--- config.mk ---
export PLATFORM = sky130hd
export DESIGN_NAME = fp_pair_adder
export DESIGN_NICKNAME = d
export VERILOG_FILES = /design/src/rtl/fp_pair_adder.sv
export SDC_FILE = /design/constraint.sdc
export NUM_CORES = 1
export LEC_CHECK = 0
export ABC_AREA = 1
export BUFFER_PORTS_ARGS = -buffer_cell sky130_fd_sc_hd__buf_4
export CELL_PAD_IN_SITES_DETAIL_PLACEMENT = 2
export CELL_PAD_IN_SITES_GLOBAL_PLACEMENT = 2
export CORE_AREA = 2 2 226 228
export CTS_CLUSTER_DIAMETER = 80
export DETAILED_ROUTE_END_ITERATION = 12
export DIE_AREA = 0 0 228 230
export GPL_ROUTABILITY_DRIVEN = 0
export GPL_TIMING_DRIVEN = 0
export PLACE_DENSITY_LB_ADDON = 0.1
export SLEW_MARGIN = 20
export SYNTH_ARGS = -nofsm -noshare
export SYNTH_HDL_FRONTEND = slang
export SYNTH_SLANG_ARGS = --single-unit
--- constraint.sdc ---
create_clock -name clk -period 18.9 [get_ports clk]
set_clock_uncertainty 0.2 [all_clocks]
set_input_delay 2.835 -clock clk [delete_from_list [all_inputs] [get_ports clk]]
set_output_delay 2.835 -clock clk [all_outputs]
set_load 0.02 [all_outputs]
--- src/rtl/fp_pair_adder.sv ---
// Sequential IEEE754 single-precision adder for a two-word A/B input burst; fixed 8-cycle latency A->done.
// Build option: define FP_ADD_ROUND_NEAREST_EN for round-to-nearest-even (default: round toward zero).
module fp_pair_adder (
    input  logic        clk,
    input  logic        rst,
    input  logic        in_valid,
    input  logic [31:0] in_data,
    output logic        busy,
    output logic [31:0] res,
    output logic        done
);

    typedef enum logic [2:0] {
        S_IDLE, S_CAPB, S_UNPACK, S_ALIGN, S_ADD, S_NORM, S_ROUND, S_DONE
    } state_t;

    state_t             state_q, state_d;
    logic [31:0]        a_q, a_d, b_q, b_d;
    logic               sign_a_q, sign_a_d, sign_b_q, sign_b_d;
    logic [7:0]         exp_a_q, exp_a_d, exp_b_q, exp_b_d;
    logic [23:0]        man_a_q, man_a_d, man_b_q, man_b_d;
    logic               spec_q, spec_d, zero_q, zero_d;
    logic [31:0]        spec_res_q, spec_res_d;
    logic [27:0]        mant_q, mant_d, mb_q, mb_d;
    logic signed [9:0]  exp_q, exp_d;
    logic [31:0]        result_q, result_d, res_q, res_d;
    logic               done_q, done_d;

    // Scratch values for the per-state datapath
    logic [30:0]        mag_a, mag_b;
    logic [31:0]        big_w, sml_w;
    logic               nan_a, nan_b, inf_a, inf_b;
    logic [7:0]         diff;
    logic [27:0]        full_b;
    logic [4:0]         lz;
    logic               inc;
    logic [24:0]        rnd;
    logic [23:0]        m24;
    logic signed [9:0]  e_r;
    logic [31:0]        packed_w;

    always_comb begin
        state_d    = state_q;
        a_d        = a_q;
        b_d        = b_q;
        sign_a_d   = sign_a_q;
        sign_b_d   = sign_b_q;
        exp_a_d    = exp_a_q;
        exp_b_d    = exp_b_q;
        man_a_d    = man_a_q;
        man_b_d    = man_b_q;
        spec_d     = spec_q;
        spec_res_d = spec_res_q;
        zero_d     = zero_q;
        mant_d     = mant_q;
        mb_d       = mb_q;
        exp_d      = exp_q;
        result_d   = result_q;
        res_d      = res_q;
        done_d     = 1'b0;

        mag_a    = (a_q[30:23] == 8'd0) ? 31'd0 : a_q[30:0];
        mag_b    = (b_q[30:23] == 8'd0) ? 31'd0 : b_q[30:0];
        big_w    = (mag_b > mag_a) ? {b_q[31], mag_b} : {a_q[31], mag_a};
        sml_w    = (mag_b > mag_a) ? {a_q[31], mag_a} : {b_q[31], mag_b};
        nan_a    = (a_q[30:23] == 8'hFF) && (a_q[22:0] != 23'd0);
        nan_b    = (b_q[30:23] == 8'hFF) && (b_q[22:0] != 23'd0);
        inf_a    = (a_q[30:23] == 8'hFF) && (a_q[22:0] == 23'd0);
        inf_b    = (b_q[30:23] == 8'hFF) && (b_q[22:0] == 23'd0);
        diff     = exp_a_q - exp_b_q;
        full_b   = {1'b0, man_b_q, 3'b000};

        // Leading-zero count over hidden..sticky; highest set bit wins
        lz = 5'd0;
        for (int i = 0; i < 27; i++) begin
            if (mant_q[i]) lz = 5'(26 - i);
        end

`ifdef FP_ADD_ROUND_NEAREST_EN
        inc = mant_q[2] & (mant_q[1] | mant_q[0] | mant_q[3]);
`else
        inc = 1'b0;
`endif
        rnd = {1'b0, mant_q[26:3]} + {24'd0, inc};
        if (rnd[24]) begin
            m24 = rnd[24:1];
            e_r = exp_q + 10'sd1;
        end else begin
            m24 = rnd[23:0];
            e_r = exp_q;
        end
        if (zero_q) begin
            packed_w = 32'h0000_0000;
        end else if (e_r >= 10'sd255) begin
`ifdef FP_ADD_ROUND_NEAREST_EN
            packed_w = {sign_a_q, 8'hFF, 23'd0};
`else
            packed_w = {sign_a_q, 8'hFE, 23'h7FFFFF};
`endif
        end else if (e_r <= 10'sd0) begin
            packed_w = {sign_a_q, 31'd0};
        end else begin
            packed_w = {sign_a_q, e_r[7:0], m24[22:0]};
        end

        case (state_q)
            S_IDLE: begin
                if (in_valid && !done_q) begin
                    a_d     = in_data;
                    state_d = S_CAPB;
                end
            end
            S_CAPB: begin
                if (in_valid) begin
                    b_d     = in_data;
                    state_d = S_UNPACK;
                end else begin
                    state_d = S_IDLE;
                end
            end
            S_UNPACK: begin
                sign_a_d = big_w[31];
                exp_a_d  = big_w[30:23];
                man_a_d  = (big_w[30:23] == 8'd0) ? 24'd0 : {1'b1, big_w[22:0]};
                sign_b_d = sml_w[31];
                exp_b_d  = sml_w[30:23];
                man_b_d  = (sml_w[30:23] == 8'd0) ? 24'd0 : {1'b1, sml_w[22:0]};
                spec_d     = 1'b1;
                spec_res_d = 32'h0000_0000;
                if (nan_a || nan_b || (inf_a && inf_b && (a_q[31] != b_q[31])))
                    spec_res_d = 32'h7FC0_0000;
                else if (inf_a)
                    spec_res_d = a_q;
                else if (inf_b)
                    spec_res_d = b_q;
                else if (mag_a == 31'd0 && mag_b == 31'd0)
                    spec_res_d = {a_q[31] & b_q[31], 31'd0};
                else
                    spec_d = 1'b0;
                state_d = S_ALIGN;
            end
            S_ALIGN: begin
                mant_d = {1'b0, man_a_q, 3'b000};
                if (diff >= 8'd26)
                    mb_d = {27'd0, |man_b_q};
                else
                    mb_d = (full_b >> diff) | {27'd0, |(full_b & ((28'd1 << diff) - 28'd1))};
                state_d = S_ADD;
            end
            S_ADD: begin
                mant_d  = (sign_a_q == sign_b_q) ? (mant_q + mb_q) : (mant_q - mb_q);
                exp_d   = {2'b00, exp_a_q};
                zero_d  = 1'b0;
                state_d = S_NORM;
            end
            S_NORM: begin
                if (mant_q[27]) begin
                    mant_d = {1'b0, mant_q[27:2], mant_q[1] | mant_q[0]};
                    exp_d  = exp_q + 10'sd1;
                end else if (mant_q == 28'd0) begin
                    zero_d = 1'b1;
                end else begin
                    mant_d = mant_q << lz;
                    exp_d  = exp_q - $signed({5'd0, lz});
                end
                state_d = S_ROUND;
            end
            S_ROUND: begin
                result_d = spec_q ? spec_res_q : packed_w;
                state_d  = S_DONE;
            end
            S_DONE: begin
                res_d   = result_q;
                done_d  = 1'b1;
                state_d = S_IDLE;
            end
            default: state_d = S_IDLE;
        endcase
    end

    always_ff @(posedge clk or posedge rst) begin
        if (rst) begin
            state_q    <= S_IDLE;
            a_q        <= '0;
            b_q        <= '0;
            sign_a_q   <= 1'b0;
            sign_b_q   <= 1'b0;
            exp_a_q    <= '0;
            exp_b_q    <= '0;
            man_a_q    <= '0;
            man_b_q    <= '0;
            spec_q     <= 1'b0;
            spec_res_q <= '0;
            zero_q     <= 1'b0;
            mant_q     <= '0;
            mb_q       <= '0;
            exp_q      <= '0;
            result_q   <= '0;
            res_q      <= '0;
            done_q     <= 1'b0;
        end else begin
            state_q    <= state_d;
            a_q        <= a_d;
            b_q        <= b_d;
            sign_a_q   <= sign_a_d;
            sign_b_q   <= sign_b_d;
            exp_a_q    <= exp_a_d;
            exp_b_q    <= exp_b_d;
            man_a_q    <= man_a_d;
            man_b_q    <= man_b_d;
            spec_q     <= spec_d;
            spec_res_q <= spec_res_d;
            zero_q     <= zero_d;
            mant_q     <= mant_d;
            mb_q       <= mb_d;
            exp_q      <= exp_d;
            result_q   <= result_d;
            res_q      <= res_d;
            done_q     <= done_d;
        end
    end

    // In CAPB, busy only asserts once B is actually arriving; a lone A never raises it
    always_comb begin
        busy = done_q
            || ((state_q != S_IDLE) && (state_q != S_CAPB))
            || ((state_q == S_CAPB) && in_valid);
    end

    assign res  = res_q;
    assign done = done_q;

endmodule

Word-level counts from Yosys, hierarchy flattened
Index checks and enable logic that the tools add are counted.
{ "totals": {"rom_bits": 0, "mem_count": 0, "ram_bits": 0, "latchBits": 0, "inputBits": 35, "elab_cells": 149, "regBits": 298} }
{ "op_classes": {"n_mux": 60, "n_addsub": 6, "shifts": 3, "n_bitwise": 4, "n_reduce_logical": 37, "n_eq_ne": 16, "div_mod_pow": 0, "n_lt_le_gt_ge": 4, "mul": 0} }
{ "ops": {"columns": ["op", "n"], "rows": [
  ["$mux W32", 8],
  ["$mux W5", 27],
  ["$mux W31", 4],
  ["$mux W28", 4],
  ["$pmux W28 S3", 1],
  ["$logic_not A31 Y1", 2],
  ["$mux W24", 2],
  ["$logic_not A23 Y1", 2],
  ["$reduce_bool A23 Y1", 2],
  ["$logic_not A8 Y1", 4],
  ["$gt A31 B31 Y1", 1],
  ["$add A28 B28 Y28", 1],
  ["$and A27 B28 Y28", 1],
  ["$logic_not A28 Y1", 1],
  ["$or A28 B1 Y28", 1],
  ["$reduce_or A28 Y1", 1],
  ["$shl A1 B8 Y28 const A", 1],
  ["$shl A28 B5 Y28", 1],
  ["$shr A27 B8 Y28", 1],
  ["$sub A28 B1 Y28 const B", 1],
  ["$sub A28 B28 Y28", 1],
  ["$pmux W3 S8", 1],
  ["$reduce_or A24 Y1", 1],
  ["$mux W10", 2],
  ["30 further kinds", 59]
]} }

Depth between registers and ports, before layout
{ "logic_depth": {"depth_word": 31, "depth_mapped": 47, "depth_no_buf": 47} }

Worst setup path before layout
OpenSTA, ideal clock, no wires.
{ "synth_timing": {"path_type": "input-to-output", "startpoint": "in in_valid", "endpoint": "out busy", "arrival_time_ns": 3.382, "path_buffers": 1, "cell_stages": 3, "required_ns": 15.865, "setup_slack_ns": 12.483, "path_cell_list": "nand3_1 -> clkbuf_1 -> nand3_1"} }
{ "synth_via": {"elab_chain_cells": 2} }
{ "synth_lines": {"columns": ["item", "line_no", "source"], "rows": [
  ["start, declared", "6", "input logic in_valid,"],
  ["$logic_and A1 B1 Y1", "227", "|| ((state_q == S_CAPB) && in_valid);"],
  ["$logic_or A1 B1 Y1", "227", null],
  ["end, declared", "8", "output logic busy,"]
]} }
No other way between the ends.

Worst setup path after layout
Same ends and word-level chain as after synthesis.

==> results.py <==
metrics = {
    "sta": {
        "finalHoldViolations": 0,
        "finalSetupViolCount": 0,
        "clock.fmax_ghz": 0.143,
        "slew_viol_final": 0,
        "rsz0062_at_grt": "no",
        "tightest_slew_ns": 1.07,
        "tns_ns": 0,
        "min_period_ns": 6.98,
        "period_share": 0.370,
        "relSlewSlack": 0.282,
    },
    "clocking": {
        "cts_hold_buf": 0,
        "ctsResizeCount": 0,
        "cts_buffers": 38,
        "cts_buffer_depth": 3,
        "cts_setup_buffers": 0,
        "cts_tree": "done",
        "htree_levels": 2,
        "path_clk_slew_ns": 0.06,
        "clkSinkCount": 297,
        "cts_root_buffer": "clkbuf_16",
        "insertion_delay_ns": 0.58,
    },
    "synth": {
        "synthTopCellsByArea": "dfrtp_1, nand2_1, o21ai_0",
        "synth-async-reset-ratio": 1.00,
        "syn_nets": 2861,
        "ys_ff_latch": 297,
        "synth_top_area_cell": "dfrtp_1",
        "avgSynthCellArea_um2": 7.06,
        "synth_edf_count": 0,
        "yosys.area.top_type_share": 0.384,
        "yosys.cell_types.count": 57,
        "synth_most_common_cell": "nand2_1",
        "synth_flop_cell": "dfrtp_1",
        "synth_cells": 2745,
        "netlist_area_um2": 19400,
        "yosys-top-cells-count": "nand2_1, o21ai_0, inv_1, dfrtp_1, nand3_1",
        "yosysWarnings": 0,
        "ys_seq_area_frac": 0.384,
    },
    "critical_path": {
        "end_kind": "output pin",
        "reg2reg_from": "mant_q[0]$_DFFE_PP0P_",
        "r2r_end": "exp_q[9]$_DFFE_PP0P_",
        "cp_max_fo": 10,
        "startpoint_type": "primary input",
        "r2r_slack_ns": 12.94,
        "reg2reg_depth": 35,
        "worstSetupPathType": "primary input to output pin",
        "crit_family": "buffers and inverters",
        "required_ns": 15.87,
        "crit_buf_inv": 3,
        "crit_chain": "buf_4, nand3_1, clkbuf_1, nand3_1, buf_4",
        "critPathMaxStageDelay_ns": 0.42,
        "arrival_ns": 3.95,
        "cp_slowest_cell": "clkbuf_1",
    },
    "global_routing": {
        "globalRouteOverflowTotal": 0,
        "grt_use_total": 0.327,
        "grt_pass1_wl_mm": 135,
        "antenna_found_initial": 0,
        "grt_max_degree": 102,
        "grt_pass1_vias": 22884,
    },
    "cells_and_area": {
        "antenna_cells": 0,
        "fin_nets": 2972,
        "fin_cells": 3556,
        "drive_above_1_share": 0.0583,
        "areaGrowthSynthToFinish_pct": 14.0,
    },
    "route": {
        "num_vias": 20454,
        "ant_nets": 0,
        "wl_mm": 85.3,
        "wl_per_cell_um": 24.0,
        "drc": 0,
        "drtIter0Drc": 1243,
        "avgViaCountPerCell": 5.75,
        "drt_pass1_iterations": 5,
    },
    "placement": {
        "hpwl_mm": 66.3,
        "dp_cells": 3488,
        "portBuffers": 68,
    },
    "die": {
        "core_um2": 49900,
        "die_x_um": 228,
        "die_area_um2": 52400,
        "die_y_um": 230,
        "start_util": 0.388,
        "num_rows": 82,
        "io_pins": 69,
    },
    "worst_hold_path": {
        "holdPathStages": 2,
        "hold_path_class": "flip-flop to flip-flop",
        "min_delay_worst_endpoint": "spec_res_q[2]$_DFFE_PP0P_",
        "min_from": "spec_res_q[2]$_DFFE_PP0P_",
    },
    "job": {
        "maxCapViolations": 0,
    },
    "run_status": {
        "status": "finished clean",
    },
}
-- layer usage --
metal	global-route usage	share of wire	routed length, µm
met1	0.401	0.42	35800
met2	0.589	0.51	43200
met3	0.0350	0.034	2890
met4	0.128	0.041	3500
met5	0	0	0
-- placed cells by master, fill, tap and decap left out, types with 5 or more instances in the layout --
cell	count
o2111ai_1	7
xor2_1	41
nor4_1	17
o31ai_1	6
clkbuf_16	39
clkinv_1	5
inv_1	315
clkbuf_8	7
clkbuf_1	133
a21oi_1	113
dfrtp_1	297
buf_1	5
o22ai_1	31
a221oi_1	7
mux2i_1	5
nand2_1	723
o21ai_0	360
nor3_1	25
nand4_1	39
ha_1	78
inv_2	7
o21a_1	6
buf_4	71
or2_2	11
nor2_1	181
a31oi_1	9
a22oi_1	50
nand3_1	193
a2111oi_0	8
o211ai_1	18
-- layout make-up --
cell class	count	area [µm²]
sequential	297	7430
tap	672	841
inverter	328	1240
buffer	138	542
fill	5946	27800
clock inverter	14	159
clock buffer	54	1100
multi-input combinational	1982	10200
timing repair buffer	71	593
-- through the flow --
step,cell area (µm²),setup WS (ns),hold slack (ns),utilization
after floorplan,19400,7.66,0.236,-
after global routing,22100,11.89,0.311,0.443
after detailed placement,20800,11.91,0.258,0.417
after CTS,22100,11.95,0.281,0.443
final,22100,11.92,0.279,0.443
after global placement,20700,4.34,0.248,0.416
-- cell families (layout without fill, tap and decap cells) --
kind of cell	Yosys count	after routing	share of synthesized area
flip-flops	297	297	0.384
AO/OA/AOI/OAI	647	647	0.189
AND/OR/NAND/NOR	1205	1205	0.259
buffers and inverters	466	605	0.0915
XOR/XNOR	44	44	0.0199
multiplexers	5	5	0.00258
adder cells (fa/ha/maj)	81	81	0.0535
-- registers in the layout, indices dropped and copies added (netlist names), 3 cells and up --
signal and count:
mant_q 28, exp_a_q 8, mb_q 27, spec_res_q 32
exp_b_q 8, exp_q 10, man_b_q 24, b_q 32
man_a_q 24, result_q 32, a_q 32, res 32
state_q 3
-- worst register-to-register path: cells and delay by family, from the launching register on --
kind	cells	cell delay, ns
AO/OA/AOI/OAI	7	1.60
XOR/XNOR	2	0.31
adder cells (fa/ha/maj)	2	0.66
buffers and inverters	5	0.86
flip-flops	1	0.45
AND/OR/NAND/NOR	19	1.76
-- worst max path at each step --
stage	from	end	slack, ns	cells after the start
after floorplan	rst	a_q[0]$_DFFE_PP0P_	7.66	1
after global placement	rst	mb_q[3]$_DFFE_PP0P_	4.34	2
after detailed placement	in_valid	busy	11.91	5
after CTS	in_valid	busy	11.95	5
after global routing	in_valid	busy	11.89	5
final	in_valid	busy	11.92	5
Power is not shown: default switching activity piles up to over one toggle a cycle in this logic, so the estimate is an artifact.
